### config.mk
export PLATFORM = sky130hd
export DESIGN_NAME = axi_lite_master_bridge_flat
export DESIGN_NICKNAME = d
export VERILOG_FILES = /design/src/rtl/axi_lite_master_bridge_if.sv /design/src/rtl/axi_lite_master_bridge.sv /design/src/flat_wrapper.sv
export SDC_FILE = /design/constraint.sdc
export NUM_CORES = 1
export LEC_CHECK = 0
export BUFFER_PORTS_ARGS = -buffer_cell sky130_fd_sc_hd__buf_2
export CORE_AREA = 2 2 112 114
export CTS_BUF_LIST = sky130_fd_sc_hd__clkbuf_16
export DETAILED_ROUTE_END_ITERATION = 7
export DIE_AREA = 0 0 114 116
export PLACE_DENSITY_LB_ADDON = 0.25
export SKIP_CTS_REPAIR_TIMING = 1
export SLEW_MARGIN = 20
export SYNTH_ARGS = -nofsm -noshare
export SYNTH_HDL_FRONTEND = slang
export SYNTH_SLANG_ARGS = --single-unit
### constraint.sdc
create_clock -name clk -period 2.5 [get_ports clk]
set_clock_uncertainty 0.15 [all_clocks]
set_input_delay 0.375 -clock clk [delete_from_list [all_inputs] [get_ports clk]]
set_output_delay 0.375 -clock clk [all_outputs]
set_load 0.1 [all_outputs]
### src/rtl/axi_lite_master_bridge_if.sv
`default_nettype none
// ============================================================================
// Module   : axi_lite_master_bridge_if
// Brief    : AXI4 single-beat channel bundle between the bridge and a slave.
// Revision : 1.0
// ============================================================================
interface axi_lite_master_bridge_if #(
    parameter int ADDR_W = 32,
    parameter int DATA_W = 32
);
    logic [3:0]          ARID;
    logic [ADDR_W-1:0]   ARADDR;
    logic [3:0]          ARLEN;
    logic [2:0]          ARSIZE;
    logic [1:0]          ARBURST;
    logic                ARVALID;
    logic                ARREADY;

    logic [3:0]          RID;
    logic [DATA_W-1:0]   RDATA;
    logic [1:0]          RRESP;
    logic                RLAST;
    logic                RVALID;
    logic                RREADY;

    logic [3:0]          AWID;
    logic [ADDR_W-1:0]   AWADDR;
    logic [3:0]          AWLEN;
    logic [2:0]          AWSIZE;
    logic [1:0]          AWBURST;
    logic                AWVALID;
    logic                AWREADY;

    logic [DATA_W-1:0]   WDATA;
    logic [DATA_W/8-1:0] WSTRB;
    logic                WLAST;
    logic                WVALID;
    logic                WREADY;

    logic [3:0]          BID;
    logic [1:0]          BRESP;
    logic                BVALID;
    logic                BREADY;

    modport master (
        output ARID, ARADDR, ARLEN, ARSIZE, ARBURST, ARVALID,
        input  ARREADY,
        input  RID, RDATA, RRESP, RLAST, RVALID,
        output RREADY,
        output AWID, AWADDR, AWLEN, AWSIZE, AWBURST, AWVALID,
        input  AWREADY,
        output WDATA, WSTRB, WLAST, WVALID,
        input  WREADY,
        input  BID, BRESP, BVALID,
        output BREADY
    );

    modport slave (
        input  ARID, ARADDR, ARLEN, ARSIZE, ARBURST, ARVALID,
        output ARREADY,
        output RID, RDATA, RRESP, RLAST, RVALID,
        input  RREADY,
        input  AWID, AWADDR, AWLEN, AWSIZE, AWBURST, AWVALID,
        output AWREADY,
        input  WDATA, WSTRB, WLAST, WVALID,
        output WREADY,
        output BID, BRESP, BVALID,
        input  BREADY
    );
endinterface
`default_nettype wire

### src/rtl/axi_lite_master_bridge.sv
`default_nettype none
// ============================================================================
// Module   : axi_lite_master_bridge
// Brief    : Single-request memory port to single-beat AXI4 master bridge.
// Revision : 1.0
// ============================================================================
module axi_lite_master_bridge #(
    parameter logic [3:0] ID_VAL = 4'd0,
    parameter int         ADDR_W = 32,
    parameter int         DATA_W = 32
) (
    input  wire logic                clk,
    input  wire logic                rst,
    input  wire logic                req,
    input  wire logic                we,
    input  wire logic [ADDR_W-1:0]   addr,
    input  wire logic [DATA_W-1:0]   wdata,
    input  wire logic [DATA_W/8-1:0] wstrb,
    output logic                     busy,
    output logic                     done,
    output logic [DATA_W-1:0]        rdata,
    output logic [1:0]               resp,
    output logic                     err,
    axi_lite_master_bridge_if.master axi
);
    localparam logic [2:0] S_IDLE  = 3'd0;
    localparam logic [2:0] S_RADDR = 3'd1;
    localparam logic [2:0] S_RDATA = 3'd2;
    localparam logic [2:0] S_WRITE = 3'd3;
    localparam logic [2:0] S_WRESP = 3'd4;

    logic [2:0]          r_state;
    logic                r_aw_done;
    logic                r_w_done;
    logic                r_done;
    logic [ADDR_W-1:0]   r_addr;
    logic [DATA_W-1:0]   r_wdata;
    logic [DATA_W/8-1:0] r_wstrb;
    logic [DATA_W-1:0]   r_rdata;
    logic [1:0]          r_resp;

    logic w_awvalid;
    logic w_wvalid;
    logic w_aw_hs;
    logic w_w_hs;
    logic w_unused;

    // Valids/readies decode straight from flops only, so reset drops them at once
    assign w_awvalid = (r_state == S_WRITE) & ~r_aw_done;
    assign w_wvalid  = (r_state == S_WRITE) & ~r_w_done;
    assign w_aw_hs   = w_awvalid & axi.AWREADY;
    assign w_w_hs    = w_wvalid & axi.WREADY;
    assign w_unused  = ^{axi.RID, axi.RLAST, axi.BID};

    always_ff @(posedge clk or negedge rst) begin
        if (!rst) begin
            r_state   <= S_IDLE;
            r_aw_done <= 1'b0;
            r_w_done  <= 1'b0;
            r_done    <= 1'b0;
            r_addr    <= '0;
            r_wdata   <= '0;
            r_wstrb   <= '0;
            r_rdata   <= '0;
            r_resp    <= 2'b00;
        end else begin
            r_done <= 1'b0;
            case (r_state)
                S_IDLE: begin
                    if (req) begin
                        r_addr  <= addr;
                        r_wdata <= wdata;
                        r_wstrb <= wstrb;
                        r_state <= we ? S_WRITE : S_RADDR;
                    end
                end
                S_RADDR: begin
                    if (axi.ARREADY) r_state <= S_RDATA;
                end
                S_RDATA: begin
                    if (axi.RVALID) begin
                        r_rdata <= axi.RDATA;
                        r_resp  <= axi.RRESP;
                        r_done  <= 1'b1;
                        r_state <= S_IDLE;
                    end
                end
                S_WRITE: begin
                    if (w_aw_hs) r_aw_done <= 1'b1;
                    if (w_w_hs)  r_w_done  <= 1'b1;
                    // Either channel may finish last, including both in one cycle
                    if ((r_aw_done | w_aw_hs) & (r_w_done | w_w_hs)) r_state <= S_WRESP;
                end
                S_WRESP: begin
                    if (axi.BVALID) begin
                        r_resp    <= axi.BRESP;
                        r_done    <= 1'b1;
                        r_aw_done <= 1'b0;
                        r_w_done  <= 1'b0;
                        r_state   <= S_IDLE;
                    end
                end
                default: r_state <= S_IDLE;
            endcase
        end
    end

    assign axi.ARID    = ID_VAL;
    assign axi.ARADDR  = r_addr;
    assign axi.ARLEN   = 4'd0;
    assign axi.ARSIZE  = 3'b010;
    assign axi.ARBURST = 2'b01;
    assign axi.ARVALID = (r_state == S_RADDR);
    assign axi.RREADY  = (r_state == S_RDATA);

    assign axi.AWID    = ID_VAL;
    assign axi.AWADDR  = r_addr;
    assign axi.AWLEN   = 4'd0;
    assign axi.AWSIZE  = 3'b010;
    assign axi.AWBURST = 2'b01;
    assign axi.AWVALID = w_awvalid;
    assign axi.WDATA   = r_wdata;
    assign axi.WSTRB   = r_wstrb;
    assign axi.WLAST   = 1'b1;
    assign axi.WVALID  = w_wvalid;
    assign axi.BREADY  = (r_state == S_WRESP);

    assign busy  = (r_state != S_IDLE) | r_done;
    assign done  = r_done;
    assign rdata = r_rdata;
    assign resp  = r_resp;
    assign err   = r_done & (r_resp != 2'b00);
endmodule
`default_nettype wire

### src/flat_wrapper.sv
// flat-port wrapper written by rule: the top's interface ports become plain ports
module axi_lite_master_bridge_flat 
#(
    parameter logic [3:0] ID_VAL = 4'd0,
    parameter int         ADDR_W = 32,
    parameter int         DATA_W = 32
)
  (clk, rst, req, we, addr, wdata, wstrb, busy, done, rdata, resp, err, axi_ARID, axi_ARADDR, axi_ARLEN, axi_ARSIZE, axi_ARBURST, axi_ARVALID, axi_ARREADY, axi_RID, axi_RDATA, axi_RRESP, axi_RLAST, axi_RVALID, axi_RREADY, axi_AWID, axi_AWADDR, axi_AWLEN, axi_AWSIZE, axi_AWBURST, axi_AWVALID, axi_AWREADY, axi_WDATA, axi_WSTRB, axi_WLAST, axi_WVALID, axi_WREADY, axi_BID, axi_BRESP, axi_BVALID, axi_BREADY);
  axi_lite_master_bridge_if #(.ADDR_W(ADDR_W), .DATA_W(DATA_W)) axi_i ();
  input  wire logic clk;
  input  wire logic rst;
  input  wire logic req;
  input  wire logic we;
  input  wire logic [ADDR_W-1:0] addr;
  input  wire logic [DATA_W-1:0] wdata;
  input  wire logic [DATA_W/8-1:0] wstrb;
  output logic busy;
  output logic done;
  output logic [DATA_W-1:0] rdata;
  output logic [1:0] resp;
  output logic err;
  output wire logic [$bits(axi_i.ARID)-1:0] axi_ARID;
  output wire logic [$bits(axi_i.ARADDR)-1:0] axi_ARADDR;
  output wire logic [$bits(axi_i.ARLEN)-1:0] axi_ARLEN;
  output wire logic [$bits(axi_i.ARSIZE)-1:0] axi_ARSIZE;
  output wire logic [$bits(axi_i.ARBURST)-1:0] axi_ARBURST;
  output wire logic [$bits(axi_i.ARVALID)-1:0] axi_ARVALID;
  input wire logic [$bits(axi_i.ARREADY)-1:0] axi_ARREADY;
  input wire logic [$bits(axi_i.RID)-1:0] axi_RID;
  input wire logic [$bits(axi_i.RDATA)-1:0] axi_RDATA;
  input wire logic [$bits(axi_i.RRESP)-1:0] axi_RRESP;
  input wire logic [$bits(axi_i.RLAST)-1:0] axi_RLAST;
  input wire logic [$bits(axi_i.RVALID)-1:0] axi_RVALID;
  output wire logic [$bits(axi_i.RREADY)-1:0] axi_RREADY;
  output wire logic [$bits(axi_i.AWID)-1:0] axi_AWID;
  output wire logic [$bits(axi_i.AWADDR)-1:0] axi_AWADDR;
  output wire logic [$bits(axi_i.AWLEN)-1:0] axi_AWLEN;
  output wire logic [$bits(axi_i.AWSIZE)-1:0] axi_AWSIZE;
  output wire logic [$bits(axi_i.AWBURST)-1:0] axi_AWBURST;
  output wire logic [$bits(axi_i.AWVALID)-1:0] axi_AWVALID;
  input wire logic [$bits(axi_i.AWREADY)-1:0] axi_AWREADY;
  output wire logic [$bits(axi_i.WDATA)-1:0] axi_WDATA;
  output wire logic [$bits(axi_i.WSTRB)-1:0] axi_WSTRB;
  output wire logic [$bits(axi_i.WLAST)-1:0] axi_WLAST;
  output wire logic [$bits(axi_i.WVALID)-1:0] axi_WVALID;
  input wire logic [$bits(axi_i.WREADY)-1:0] axi_WREADY;
  input wire logic [$bits(axi_i.BID)-1:0] axi_BID;
  input wire logic [$bits(axi_i.BRESP)-1:0] axi_BRESP;
  input wire logic [$bits(axi_i.BVALID)-1:0] axi_BVALID;
  output wire logic [$bits(axi_i.BREADY)-1:0] axi_BREADY;
  assign axi_ARID = axi_i.ARID;
  assign axi_ARADDR = axi_i.ARADDR;
  assign axi_ARLEN = axi_i.ARLEN;
  assign axi_ARSIZE = axi_i.ARSIZE;
  assign axi_ARBURST = axi_i.ARBURST;
  assign axi_ARVALID = axi_i.ARVALID;
  assign axi_i.ARREADY = axi_ARREADY;
  assign axi_i.RID = axi_RID;
  assign axi_i.RDATA = axi_RDATA;
  assign axi_i.RRESP = axi_RRESP;
  assign axi_i.RLAST = axi_RLAST;
  assign axi_i.RVALID = axi_RVALID;
  assign axi_RREADY = axi_i.RREADY;
  assign axi_AWID = axi_i.AWID;
  assign axi_AWADDR = axi_i.AWADDR;
  assign axi_AWLEN = axi_i.AWLEN;
  assign axi_AWSIZE = axi_i.AWSIZE;
  assign axi_AWBURST = axi_i.AWBURST;
  assign axi_AWVALID = axi_i.AWVALID;
  assign axi_i.AWREADY = axi_AWREADY;
  assign axi_WDATA = axi_i.WDATA;
  assign axi_WSTRB = axi_i.WSTRB;
  assign axi_WLAST = axi_i.WLAST;
  assign axi_WVALID = axi_i.WVALID;
  assign axi_i.WREADY = axi_WREADY;
  assign axi_i.BID = axi_BID;
  assign axi_i.BRESP = axi_BRESP;
  assign axi_i.BVALID = axi_BVALID;
  assign axi_BREADY = axi_i.BREADY;
  axi_lite_master_bridge #(.ID_VAL(ID_VAL), .ADDR_W(ADDR_W), .DATA_W(DATA_W)) u_core (.clk(clk), .rst(rst), .req(req), .we(we), .addr(addr), .wdata(wdata), .wstrb(wstrb), .busy(busy), .done(done), .rdata(rdata), .resp(resp), .err(err), .axi(axi_i));
endmodule
==> results.txt <==
The die covers ~13000 sq um. In the final layout, the share of cells above drive strength 1 is 0.560. The slowest stage of the critical path belongs to the cell sky130_fd_sc_hd__dfrtp_1. slightly below 300 I/O pins were placed. Together, buffers and inverters on the worst path number 1. The vias after detailed routing is 3384. The total count of max-transition violations in the final report was 0. The cell sitting at the root of the clock tree is a sky130_fd_sc_hd__clkbuf_16. After detailed routing, the number of remaining DRC violations is 0.

The cell class contributing the biggest share of worst-path delay is flip-flops. The number of endpoints with negative hold slack in the final report came out at 0. The count of nets after finishing came out at 730. In this run the worst hold path is classified as input pin to flip-flop. The initial antenna violation count is 0. The clock transition time at the flip-flop clock pins of the worst setup and hold paths came out at around 0.070 ns. The total placed instance area is slightly below 6000 sq um. The maximum clock rate is 0.428 GHz. Using the TritonRoute via totals, the vias-per-cell ratio works out to approximately 4.5. STA classifies the critical path endpoint as an output port.

The area of the multi-input gates came out at 1560 sq um. The final worst setup slack came out at 0.161 ns. The initial cell density of the core came out at 0.398. The starting DRC count in detailed routing came out at slightly below 100.

The critical path in this run is classified as flip-flop to output port. Wire segments on met3 add up to between 700 and 800 um in the final route. The number of warnings printed during yosys synthesis came out at 0. The floorplan has 40 rows.

The number of port buffers is about 250. The tightest slew margin relative to the limit is 0.615. The uppermost metal layer occupied by signal nets is met4. The tool flagged a number of max-cap violations equal to 0. Summed over all instances, the cell type with the most area after synthesis is sky130_fd_sc_hd__dfrtp_1. The total congestion overflow after global routing came out at 0.

The post-placement worst setup slack is around 0.37 ns. Ranked by total cell area, the synthesized netlist is headed by sky130_fd_sc_hd__dfrtp_1 57%, sky130_fd_sc_hd__mux2_2 11%, sky130_fd_sc_hd__buf_4 9.5%. Measured on the finished design, the core utilization comes to 0.512. The number of nets with antenna violations after routing came out at 0. Traced cell by cell, the critical path runs through or4_1, buf_2. The area of all placed cells without fillers is 6100 sq um. The post-DP HPWL is 7770 um. For this design, the sink count on the clock tree is 108. Setup violations remaining at the end of the flow were counted as 0. The source-to-sink clock delay at the later pin of the worst-skew pair is 0.33 ns. At the worst endpoint, the required time is 1.98 ns. Setup repair after global routing left no endpoint under its margin. Of the post-synthesis cell area, the dominant cell type holds 0.571. The post-synthesis sequential element count came out at between 100 and 150. The overall die width came out at 114 um. The floorplan step set the die height to 116 um.

The H-tree generated during clock tree synthesis spans 3 levels. The slew at the pin with the worst max-slew slack is just under 0.6 ns. The total wire length came out at 10400 um.

In the finished design, the share of the clock period the worst path needs comes to 0.935. Adding up every negative setup slack in the final design gives 0 ns. The clock buffer count from CTS came out at 9. The share of the yosys chip area belonging to registers came out at 0.571.

In the final routed layout, each cell accounts on average for roughly 14 um. The library cell used most frequently in the layout, excluding fill and tap cells, is sky130_fd_sc_hd__buf_2. The global-route usage over all layers came out at 0.154. For this run, the slowest stage of the critical path takes 0.59 ns. The core box area is ~12000 sq um.

The congestion estimate from routability-driven global placement came to 0.746. The highest fanout seen on the critical path is 16. The largest net degree at the start of global routing came out at 69. After filler insertion, the fill cell instance count of the layout stands at approximately 1100.

The average instance in the mapped netlist occupies between 10 and 15 sq um. The clock tree from TritonCTS is yes. The pre-antenna-repair detailed-routing pass consisted of 4 iterations.

The length of routed met2 wiring is 5350 um. After detailed routing, the wire length on met1 is between 4000 and 5000 um. The top cell types in the final layout, fill and taps aside, are 251 x sky130_fd_sc_hd__buf_2, 107 x sky130_fd_sc_hd__dfrtp_1, 97 x sky130_fd_sc_hd__nand2_1. The number of distinct library cell variants in the gate-level netlist after synthesis came out at 32. The cell area after synthesis came out at 4740 sq um.

The number of diodes added for antenna fixing came out at 0. The number of global-route vias before repair came out at 3232. The clock period could shrink to between 2 and 2.5 ns.

The wire length of the first global-routing pass came out at 15900 um. The total area of sequential cells is 2700 sq um. The data arrival time of the critical path is 1.81 ns. The worst setup path is launched from a flip-flop. The flow ran to the end, and the final reports show no timing, DRC or antenna violations.

The post-synthesis cell count is 389. The post-synthesis to final-layout area growth came out at 28.7%. The worst-case clock buffer depth came out at 2.
cell families (layout without fill, tap and decap cells):
kind of cell	Yosys count	count (layout)	share of synthesized area
compound gates	14	14	0.0198
simple gates	115	115	0.105
other cells	2	27	0.00159
buf+inv	81	280	0.125
mux	69	69	0.178
flops	108	108	0.571
cell usage after synthesis:
master / count
sky130_fd_sc_hd__a211oi_1: 1
sky130_fd_sc_hd__a21oi_1: 6
sky130_fd_sc_hd__a221o_1: 1
sky130_fd_sc_hd__a31o_2: 1
sky130_fd_sc_hd__and2_1: 1
sky130_fd_sc_hd__buf_2: 9
sky130_fd_sc_hd__buf_4: 60
sky130_fd_sc_hd__buf_6: 7
sky130_fd_sc_hd__clkbuf_1: 1
sky130_fd_sc_hd__conb_1: 2
sky130_fd_sc_hd__dfrtp_1: 108
sky130_fd_sc_hd__inv_1: 4
sky130_fd_sc_hd__mux2_1: 2
sky130_fd_sc_hd__mux2_2: 48
sky130_fd_sc_hd__mux2_4: 18
sky130_fd_sc_hd__mux2i_1: 1
sky130_fd_sc_hd__nand2_1: 97
sky130_fd_sc_hd__nand2b_1: 1
sky130_fd_sc_hd__nand3_1: 1
sky130_fd_sc_hd__nand3b_1: 1
sky130_fd_sc_hd__nor2_1: 5
sky130_fd_sc_hd__nor2b_1: 2
sky130_fd_sc_hd__nor3_1: 1
sky130_fd_sc_hd__nor3b_1: 1
sky130_fd_sc_hd__nor4b_4: 1
sky130_fd_sc_hd__nor4bb_1: 1
sky130_fd_sc_hd__o21a_1: 1
sky130_fd_sc_hd__o22a_1: 1
sky130_fd_sc_hd__o22ai_1: 2
sky130_fd_sc_hd__o41ai_1: 1
sky130_fd_sc_hd__or4_1: 1
sky130_fd_sc_hd__or4bb_1: 2
per-stage QoR:
stage	std cells	hold slack [ns]
2_1_floorplan	414	-0.0706
3_3_place_gp	743	0.122
3_5_place_dp	743	0.123
4_1_cts	759	-0.251
5_1_grt	760	0.0590
6_report	760	0.0718
path summary, 6_finish.rpt:
check	start	endpoint	slack (ns)	cells after the start
setup reg to reg	u_core.r_state[0]	u_core.axi.ARADDR[6]	0.34	3
setup / recovery	u_core.r_state[0]	busy	0.16	2
hold reg to reg	u_core.rdata[5]	u_core.rdata[5]	0.32	2
hold / removal	axi_RDATA[1]	u_core.rdata[1]	0.07	3
max in group asynchronous	rst	u_core.axi.ARADDR[11]	1.16	3
min in group asynchronous	rst	u_core.r_w_done	0.30	2
worst min-delay path, delay by kind of cell:
kind	cells	cell delay [ns]
and+or+nand+nor	2	0.08
buffers and inverters	1	0.07
layout make-up:
type	instances	area share
clock buffer	9	0.0369
tap	147	0.0302
inverter	4	0.00246
multi-input combinational	225	0.256
sequential	108	0.443
clock inverter	7	0.00964
timing repair buffer	260	0.222
state kept, by name (all words and copies together), names as in the netlist:
register,flops
u_core.axi.ARADDR,32
u_core.axi.WDATA,32
u_core.axi.WSTRB,4
u_core.done,1
u_core.r_aw_done,1
u_core.r_state,3
u_core.r_w_done,1
u_core.rdata,32
u_core.resp,2
routing by layer:
layer	vias to the layer above	GRT usage
met5	-	0
met4	0	0.0683
met3	13	0.0408
met2	158	0.262
met1	1598	0.183
li1	1615	-
Power is left out: the tool's default activity adds up to more than one toggle a clock period on the data nets, which glitch-free logic cannot reach.
